**src/rtl/icache_refill.sv**
```systemverilog
// Instruction-cache miss writer: fetches one line over the memory bus, fills the data RAM,
// forwards the critical word, and writes the tag last so a partial line never looks valid.
module icache_refill #(
    parameter int LINE_WORDS = 8,
    parameter int INDEX_W    = 7,
    parameter int TAG_W      = 20
) (
    input  logic                       clk,
    input  logic                       rst,
    input  logic                       tag_work,
    input  logic                       miss_req,
    input  logic [31:0]                miss_addr,
    output logic                       busy,
    output logic                       refill_done,
    output logic                       refill_err,
    output logic                       rd_req,
    output logic [31:0]                rd_addr,
    input  logic                       rd_ready,
    input  logic                       ret_valid,
    input  logic [31:0]                ret_data,
    input  logic                       ret_last,
    output logic                       data_wen,
    output logic [INDEX_W+$clog2(LINE_WORDS)-1:0] data_waddr,
    output logic [31:0]                data_wdata,
    output logic [3:0]                 tag_wen,
    output logic [INDEX_W-1:0]         tag_waddr,
    output logic [TAG_W:0]             tag_wdata,
    output logic                       fwd_valid,
    output logic [31:0]                fwd_data
);

    localparam int BEAT_W = $clog2(LINE_WORDS);

    typedef enum logic [2:0] {
        S_IDLE,
        S_REQ,
        S_RECV,
        S_TAG_WR,
        S_DONE
    } state_t;

    state_t              r_state;
    state_t              w_next;
    logic [31:2]         r_addr;
    logic [BEAT_W-1:0]   r_beat;
    logic                r_abort;

    logic [INDEX_W-1:0]  w_idx;
    logic [TAG_W-1:0]    w_tag;
    logic [BEAT_W-1:0]   w_crit;
    logic                w_beat;
    logic                w_lastSlot;
    logic                w_unused;

    assign w_idx      = r_addr[5+INDEX_W-1:5];
    assign w_tag      = r_addr[31:32-TAG_W];
    assign w_crit     = r_addr[BEAT_W+1:2];
    assign w_beat     = (r_state == S_RECV) && ret_valid;
    assign w_lastSlot = (r_beat == BEAT_W'(LINE_WORDS - 1));
    assign w_unused   = ^miss_addr[1:0];

    assign rd_addr    = {r_addr[31:5], 5'b0};
    assign data_waddr = {w_idx, r_beat};
    assign data_wdata = ret_data;
    assign fwd_data   = ret_data;
    assign tag_waddr  = w_idx;
    assign tag_wdata  = {1'b1, w_tag};

    always_ff @(posedge clk) begin
        if (rst) begin
            r_state <= S_IDLE;
        end else begin
            r_state <= w_next;
        end
    end

    // The abort flag records a burst that ended before the final slot so DONE can report it.
    always_ff @(posedge clk) begin
        if (rst) begin
            r_addr  <= '0;
            r_beat  <= '0;
            r_abort <= 1'b0;
        end else begin
            if (r_state == S_IDLE && miss_req && tag_work) begin
                r_addr <= miss_addr[31:2];
            end
            if (r_state == S_REQ && rd_ready) begin
                r_beat <= '0;
            end else if (w_beat) begin
                r_beat <= r_beat + BEAT_W'(1);
            end
            if (w_beat && !w_lastSlot && ret_last) begin
                r_abort <= 1'b1;
            end else if (r_state == S_DONE) begin
                r_abort <= 1'b0;
            end
        end
    end

    always_comb begin
        w_next = r_state;
        unique case (r_state)
            S_IDLE:   if (miss_req && tag_work) w_next = S_REQ;
            S_REQ:    if (rd_ready) w_next = S_RECV;
            S_RECV: begin
                if (ret_valid) begin
                    if (w_lastSlot)    w_next = S_TAG_WR;
                    else if (ret_last) w_next = S_DONE;
                end
            end
            S_TAG_WR: w_next = S_DONE;
            S_DONE:   w_next = S_IDLE;
            default:  w_next = S_IDLE;
        endcase
    end

    // Strobes are suppressed while rst is high so a reset cycle mid-burst writes nothing.
    always_comb begin
        busy        = 1'b0;
        rd_req      = 1'b0;
        data_wen    = 1'b0;
        fwd_valid   = 1'b0;
        tag_wen     = 4'h0;
        refill_done = 1'b0;
        refill_err  = 1'b0;
        if (!rst) begin
            busy      = (r_state != S_IDLE);
            rd_req    = (r_state == S_REQ);
            data_wen  = w_beat;
            fwd_valid = w_beat && (r_beat == w_crit);
            if (r_state == S_TAG_WR) begin
                tag_wen = 4'hF;
            end
            if (r_state == S_DONE) begin
                refill_done = 1'b1;
                refill_err  = r_abort;
            end
        end
    end

endmodule
```
**config.mk**
```make
export PLATFORM = sky130hd
export DESIGN_NAME = icache_refill
export DESIGN_NICKNAME = d
export VERILOG_FILES = /design/src/rtl/icache_refill.sv
export SDC_FILE = /design/constraint.sdc
export NUM_CORES = 1
export LEC_CHECK = 0
export BUFFER_PORTS_ARGS = -buffer_cell sky130_fd_sc_hd__buf_2
export CAP_MARGIN = 20
export CORE_ASPECT_RATIO = 0.5
export CORE_UTILIZATION = 44
export DETAILED_ROUTE_END_ITERATION = 10
export PLACE_DENSITY = 0.95
export SLEW_MARGIN = 20
export SYNTH_ARGS = -nofsm -noshare
export SYNTH_HDL_FRONTEND = slang
export SYNTH_SLANG_ARGS = --single-unit
```
**constraint.sdc**
```tcl
create_clock -name clk -period 2.2 [get_ports clk]
set_input_delay 0.44 -clock clk [delete_from_list [all_inputs] [get_ports clk]]
set_output_delay 0.44 -clock clk [all_outputs]
set_load 0.1 [all_outputs]
```
==> results of run 1 <==
[flip-flops by register name, summed over array words and instances (netlist names)]
signal   cells
r_addr      30
r_beat       3
r_state      3
r_abort      1
[cell type report]
class | instances | area [um2] | area share
tap | 88 | 110 | 0.0404
multi-input combinational | 135 | 1010 | 0.371
inverter | 1 | 3.75 | 0.00138
clock inverter | 3 | 68.8 | 0.0253
sequential | 37 | 742 | 0.273
clock buffer | 5 | 125 | 0.0460
timing repair buffer | 115 | 663 | 0.244
[cells in the mapped netlist]
cell type	count
buf_4	134
buf_6	1
conb_1	2
ha_1	2
and2_1	1
nor3b_1	1
and4_1	1
and2b_1	1
and4bb_2	1
clkbuf_1	6
o21ai_0	1
nor3_4	1
buf_12	3
or2_1	1
nor2_1	10
o2111a_1	2
and3_4	1
xnor2_1	4
dfxtp_1	37
and3_1	1
buf_2	3
inv_1	1
a211o_1	1
buf_8	1
a32oi_1	1
a21oi_1	2
mux2i_1	32
or3b_1	1
nand2b_1	60
nand2_1	2
nor4bb_1	2
[metrics by stage]
step | std cells | setup WS, ns
after CTS | 384 | 0.0504
after global placement | 376 | 0.271
final | 384 | 0.101
after detailed placement | 376 | 0.255
after global routing | 384 | 0.0638
after floorplan | 321 | -0.211
[report_power, final]
part / internal [mW] / switching, mW
combinational: 0.159 / 0.693
clock: 0.653 / 0.270
sequential: 0.710 / 0.0296
[final timing paths]
| kind | startpoint | slack, ns | endpoint |
|---|---|---|---|
| worst max-delay path | r_state[2] | 0.10 | fwd_valid |
| worst min-delay path | miss_addr[31] | 0.42 | r_addr[31] |
| worst max register to register | r_state[0] | 0.54 | r_addr[26] |
| worst min register to register | r_addr[13] | 0.48 | r_addr[13] |
[cell families (layout without fill, tap and decap cells)]
| kind of cell | after synthesis | count (layout) |
|---|---|---|
| compound gates | 7 | 7 |
| xor+xnor | 4 | 4 |
| fa+ha+maj | 2 | 2 |
| buf+inv | 149 | 124 |
| flops | 37 | 37 |
| mux | 32 | 32 |
| other cells | 2 | 6 |
| simple gates | 84 | 84 |
[worst max-delay path, delay by kind of cell (launching register included)]
kind,cells,cell delay (ns)
simple gates,3,0.85
flops,1,0.37
buf+inv,1,0.17
[layer usage]
layer  vias up  wire [um]  GRT usage
met3        15        362     0.0608
met2        65       2520      0.250
met1       774       1750      0.140
met4         0         89     0.0513
li1        816          -          -
met5         -          0          0
==> metrics, run 1 <==
hold_ws=0.420 ns; mux contribution to synthesized area=0.112; ratio of total power to cell area=923 nW/um2; PortBufs=110; CTS tree=built; worst-case clock buffer depth=2; Vias/cell=4.35; post-DP HPWL=3470 um; Distinct cells, synth=31; slew of the pin with the lowest slew margin=0.536 ns; Worst Path Required=1.76 ns; first-pass GRT wire length=7200 um; worst-skew pair later-pin latency=0.27 ns; Worst Path Max Fanout=7; final-report max-slew violation count=0; die width=116 um; share of layout cells above drive strength 1=0.453; path depth of the worst reg2reg path=4; WS Path Type=flip-flop to primary output; CTS sink count=37; Worst Path Arrival=1.66 ns; post-synthesis area per instance=8.99 um2; Final TNS setup=0 ns; vias in the first global route=1,489; grt ovf=0; area grow syn2layout=-4.44%; Yosys reg bits=37; status=complete, no violations; CTS buffer count=5; largest net degree at the start of global routing=58; final worst-path cycle share=0.954; fin nets=368; post-synthesis xor/xnor area fraction=0.0123; most common cell after layout, fill and taps aside=buf_2; Final Util=0.442; Ys Warns=0; RSZ-0062 raised after global routing=no; WL final=4720 um; P_leak=1.32 nW; slowest CP cell=nor4bb_1; core area=6160 um2; Max-Cap Viols=0; clk_skew=0.00543 ns; antenna violations before repair=0; commonest cells after routing, fill and taps aside=buf_2 (105), nand2b_1 (60), dfxtp_1 (36); post-route ant nets=0; wire length per cell=12.3 um; design area=2720 um2; CTS root buffer=clkbuf_16; DRT Pass-1 Iters=4; routed via count=1,670; Die ar.=6820 um2; placed cell area=2530 um2; final setup violation count=0; CP Capture Type=primary output; All-Layer GR Usage=0.136; H-tree depth=2; DRT iter0 DRCs=54; I/O pins=215; Worst VDD drop=0.357 mV; CTS-repair resized insts=0; Yosys top cell area share=0.353; Clk pin slew, worst setup/hold paths=0.06 ns; Yosys top cell by area=buf_4; Post-Synth Adder-Cell Area=0.00878; Design Power=2.51 mW; hold-critical path depth=3; RePlAce Congestion=0.723; # hold bufs at CTS=0; Starting Density=0.463; diodes inserted=0; Compound-Gate Fraction of Synth Area=0.0193; Post-Syn Area=2850 um2; CP Cell Sequence=nor4bb_1 > and2b_4 > and4_4 > buf_12; Worst path max stage delay=0.39 ns; Slew HR=0.643; Syn Inst Count=317; hold crit path type=input port to flip-flop; top post-synthesis cells by area=buf_4 (35%), dfxtp_1 (26%), nand2b_1 (13%); Die H=58.9 um; post-synthesis simple-gate area fraction=0.187; fill cell count=615; Cell Rows=20; startpoint type of the worst setup path=flip-flop; DRC violation count after routing=0; largest family of logic cells by synthesized area=buffers and inverters; Max Freq=476 MHz; Hold Vio Cnt, Final=0; sequential cell area fraction in the yosys report=0.260; Final Critical Period=2.10 ns; Post-CTS Setup Repair Bufs=0
(Power assumes the default switching activity.)
==> run 2, diff against run 1 <==
--- a/config.mk
+++ b/config.mk
@@ -8,6 +8,7 @@
 export BUFFER_PORTS_ARGS = -buffer_cell sky130_fd_sc_hd__buf_2
 export CAP_MARGIN = 20
 export CORE_ASPECT_RATIO = 0.5
+export CORE_MARGIN = 2
 export CORE_UTILIZATION = 44
 export DETAILED_ROUTE_END_ITERATION = 10
 export PLACE_DENSITY = 0.95
==> metrics, run 2 (synthesis gave the netlist of run 1 again) <==
status=complete, no violations; Worst Path Arrival=1.61 ns; CP Capture Type=primary output; Final Critical Period=2.05 ns; RePlAce Congestion=0.748; fill cell count=601; Max-Cap Viols=0; diodes inserted=0; Cell Rows=20; Slew HR=0.646; routed via count=1,641; Worst VDD drop=0.261 mV; WS Path Type=flip-flop to primary output; CTS buffer count=5; Largest regs=r_addr (30), r_beat (3), r_state (3); post-route ant nets=0; vias in the first global route=1,482; ratio of total power to cell area=882 nW/um2; Max Freq=487 MHz; final-report max-slew violation count=0; share of layout cells above drive strength 1=0.452; Die ar.=7170 um2; antenna violations before repair=0; fin nets=367; Worst path max stage delay=0.42 ns; CTS sink count=37; Die H=60.9 um; Starting Density=0.463; CP Depth=4; commonest cells after routing, fill and taps aside=buf_2 (105), nand2b_1 (60), dfxtp_1 (36); Sequential Area=742 um2; die width=118 um; CP Cell Sequence=or3b_1 > nor2_4 > and2_2 > buf_12; slew of the pin with the lowest slew margin=0.531 ns; I/O pins=215; PortBufs=110; WL final=4680 um; Vias/cell=4.30; CTS tree=built; Clk pin slew, worst setup/hold paths=0.05 ns; Buffers & Inverters on Critical Path=1; Final TNS setup=0 ns; max reg flops=30; RSZ-0062 raised after global routing=no; worst-skew pair later-pin latency=0.27 ns; post-DP HPWL=3560 um; Final Util=0.437; largest net degree at the start of global routing=61; DRT iter0 DRCs=53; path depth of the worst reg2reg path=4; footprint of the multi-input gates=1020 um2; area grow syn2layout=-5.67%; DRT Pass-1 Iters=4; DRC violation count after routing=0; Worst Setup EP=refill_err; core area=6160 um2; H-tree depth=2; clk_skew=0.00257 ns; grt ovf=0; final setup violation count=0; worst-case clock buffer depth=2; first-pass GRT wire length=6970 um; setup slack, reg-to-reg=0.60 ns; Critical Path Start=r_state[2]; Crit path max-delay family=simple AND/OR/NAND/NOR gates; final worst-path cycle share=0.932; # hold bufs at CTS=0; Hold Vio Cnt, Final=0; most common cell after layout, fill and taps aside=buf_2; slowest CP cell=or3b_1; wire length per cell=12.3 um; Worst Path Max Fanout=7; P_leak=1.30 nW; startpoint type of the worst setup path=flip-flop; CTS root buffer=clkbuf_16; reg2reg start=r_state[0]; worst reg2reg path endpoint=r_addr[3]; Largest Register=r_addr; Worst Path Required=1.76 ns; hold crit path type=input port to flip-flop; All-Layer GR Usage=0.122
==> run 2: cell count changes in the layout (fill, tap and decap cells not counted) <==
cell	delta
buf_4	-1
bufinv_16	-1
clkinv_2	+1
inv_6	-1
nor4bb_1	-1
nor4bb_2	+1
==> run 2: layout make-up <==
cell class / instances / share of cell area
flip-flops and latches: 37 / 0.276
inverters: 1 / 0.00140
well taps: 88 / 0.0410
clock buffers: 5 / 0.0466
multi-input cells: 135 / 0.378
clock inverters: 2 / 0.0130
repair buffers: 114 / 0.244
==> run 2: worst min-delay path by stage <==
stage | start | end | slack (ns) | depth (start not counted)
floorplan | r_abort | r_abort | 0.45 | 2
global placement | r_addr[17] | r_addr[17] | 0.47 | 2
detailed placement | r_addr[21] | r_addr[21] | 0.47 | 2
CTS | miss_addr[6] | r_addr[6] | 0.42 | 3
global route | miss_addr[16] | r_addr[16] | 0.42 | 3
finish | miss_addr[6] | r_addr[6] | 0.42 | 3
==> run 2: report_power, final <==
group / switching (mW) / total, mW / internal [mW]
clock network: 0.257 / 0.782 / 0.525
registers: 0.0292 / 0.739 / 0.710
logic: 0.690 / 0.849 / 0.158
==> run 2: what timing repair did <==
item,CTS,global route
setup endpoints to repair,0,1
gates resized for setup,0,2
buffers inserted,0,0
==> run 2: through the flow <==
stage | hold slack (ns) | cells | setup slack, ns | total power [mW] | cell area (um2)
floorplan | 0.445 | 321 | -0.211 | 2.15 | 2880
global placement | 0.468 | 375 | 0.274 | 1.60 | 2520
detailed placement | 0.471 | 375 | 0.262 | 1.60 | 2520
CTS | 0.419 | 382 | 0.0636 | 2.39 | 2680
global route | 0.418 | 382 | 0.0968 | 2.46 | 2690
finish | 0.421 | 382 | 0.149 | 2.37 | 2690
==> run 2: worst register-to-register path, stage by stage (launching register included) <==
cell and delay [ns]:
dfxtp_1 0.34, buf_4 0.17, nor3_4 0.20, and3_4 0.56, mux2i_1 0.26
==> run 2: layer usage <==
metal,global-route usage,part of all wire
met2,0.233,0.53
met5,0,0
met4,0.0534,0.013
met1,0.126,0.38
met3,0.0479,0.079
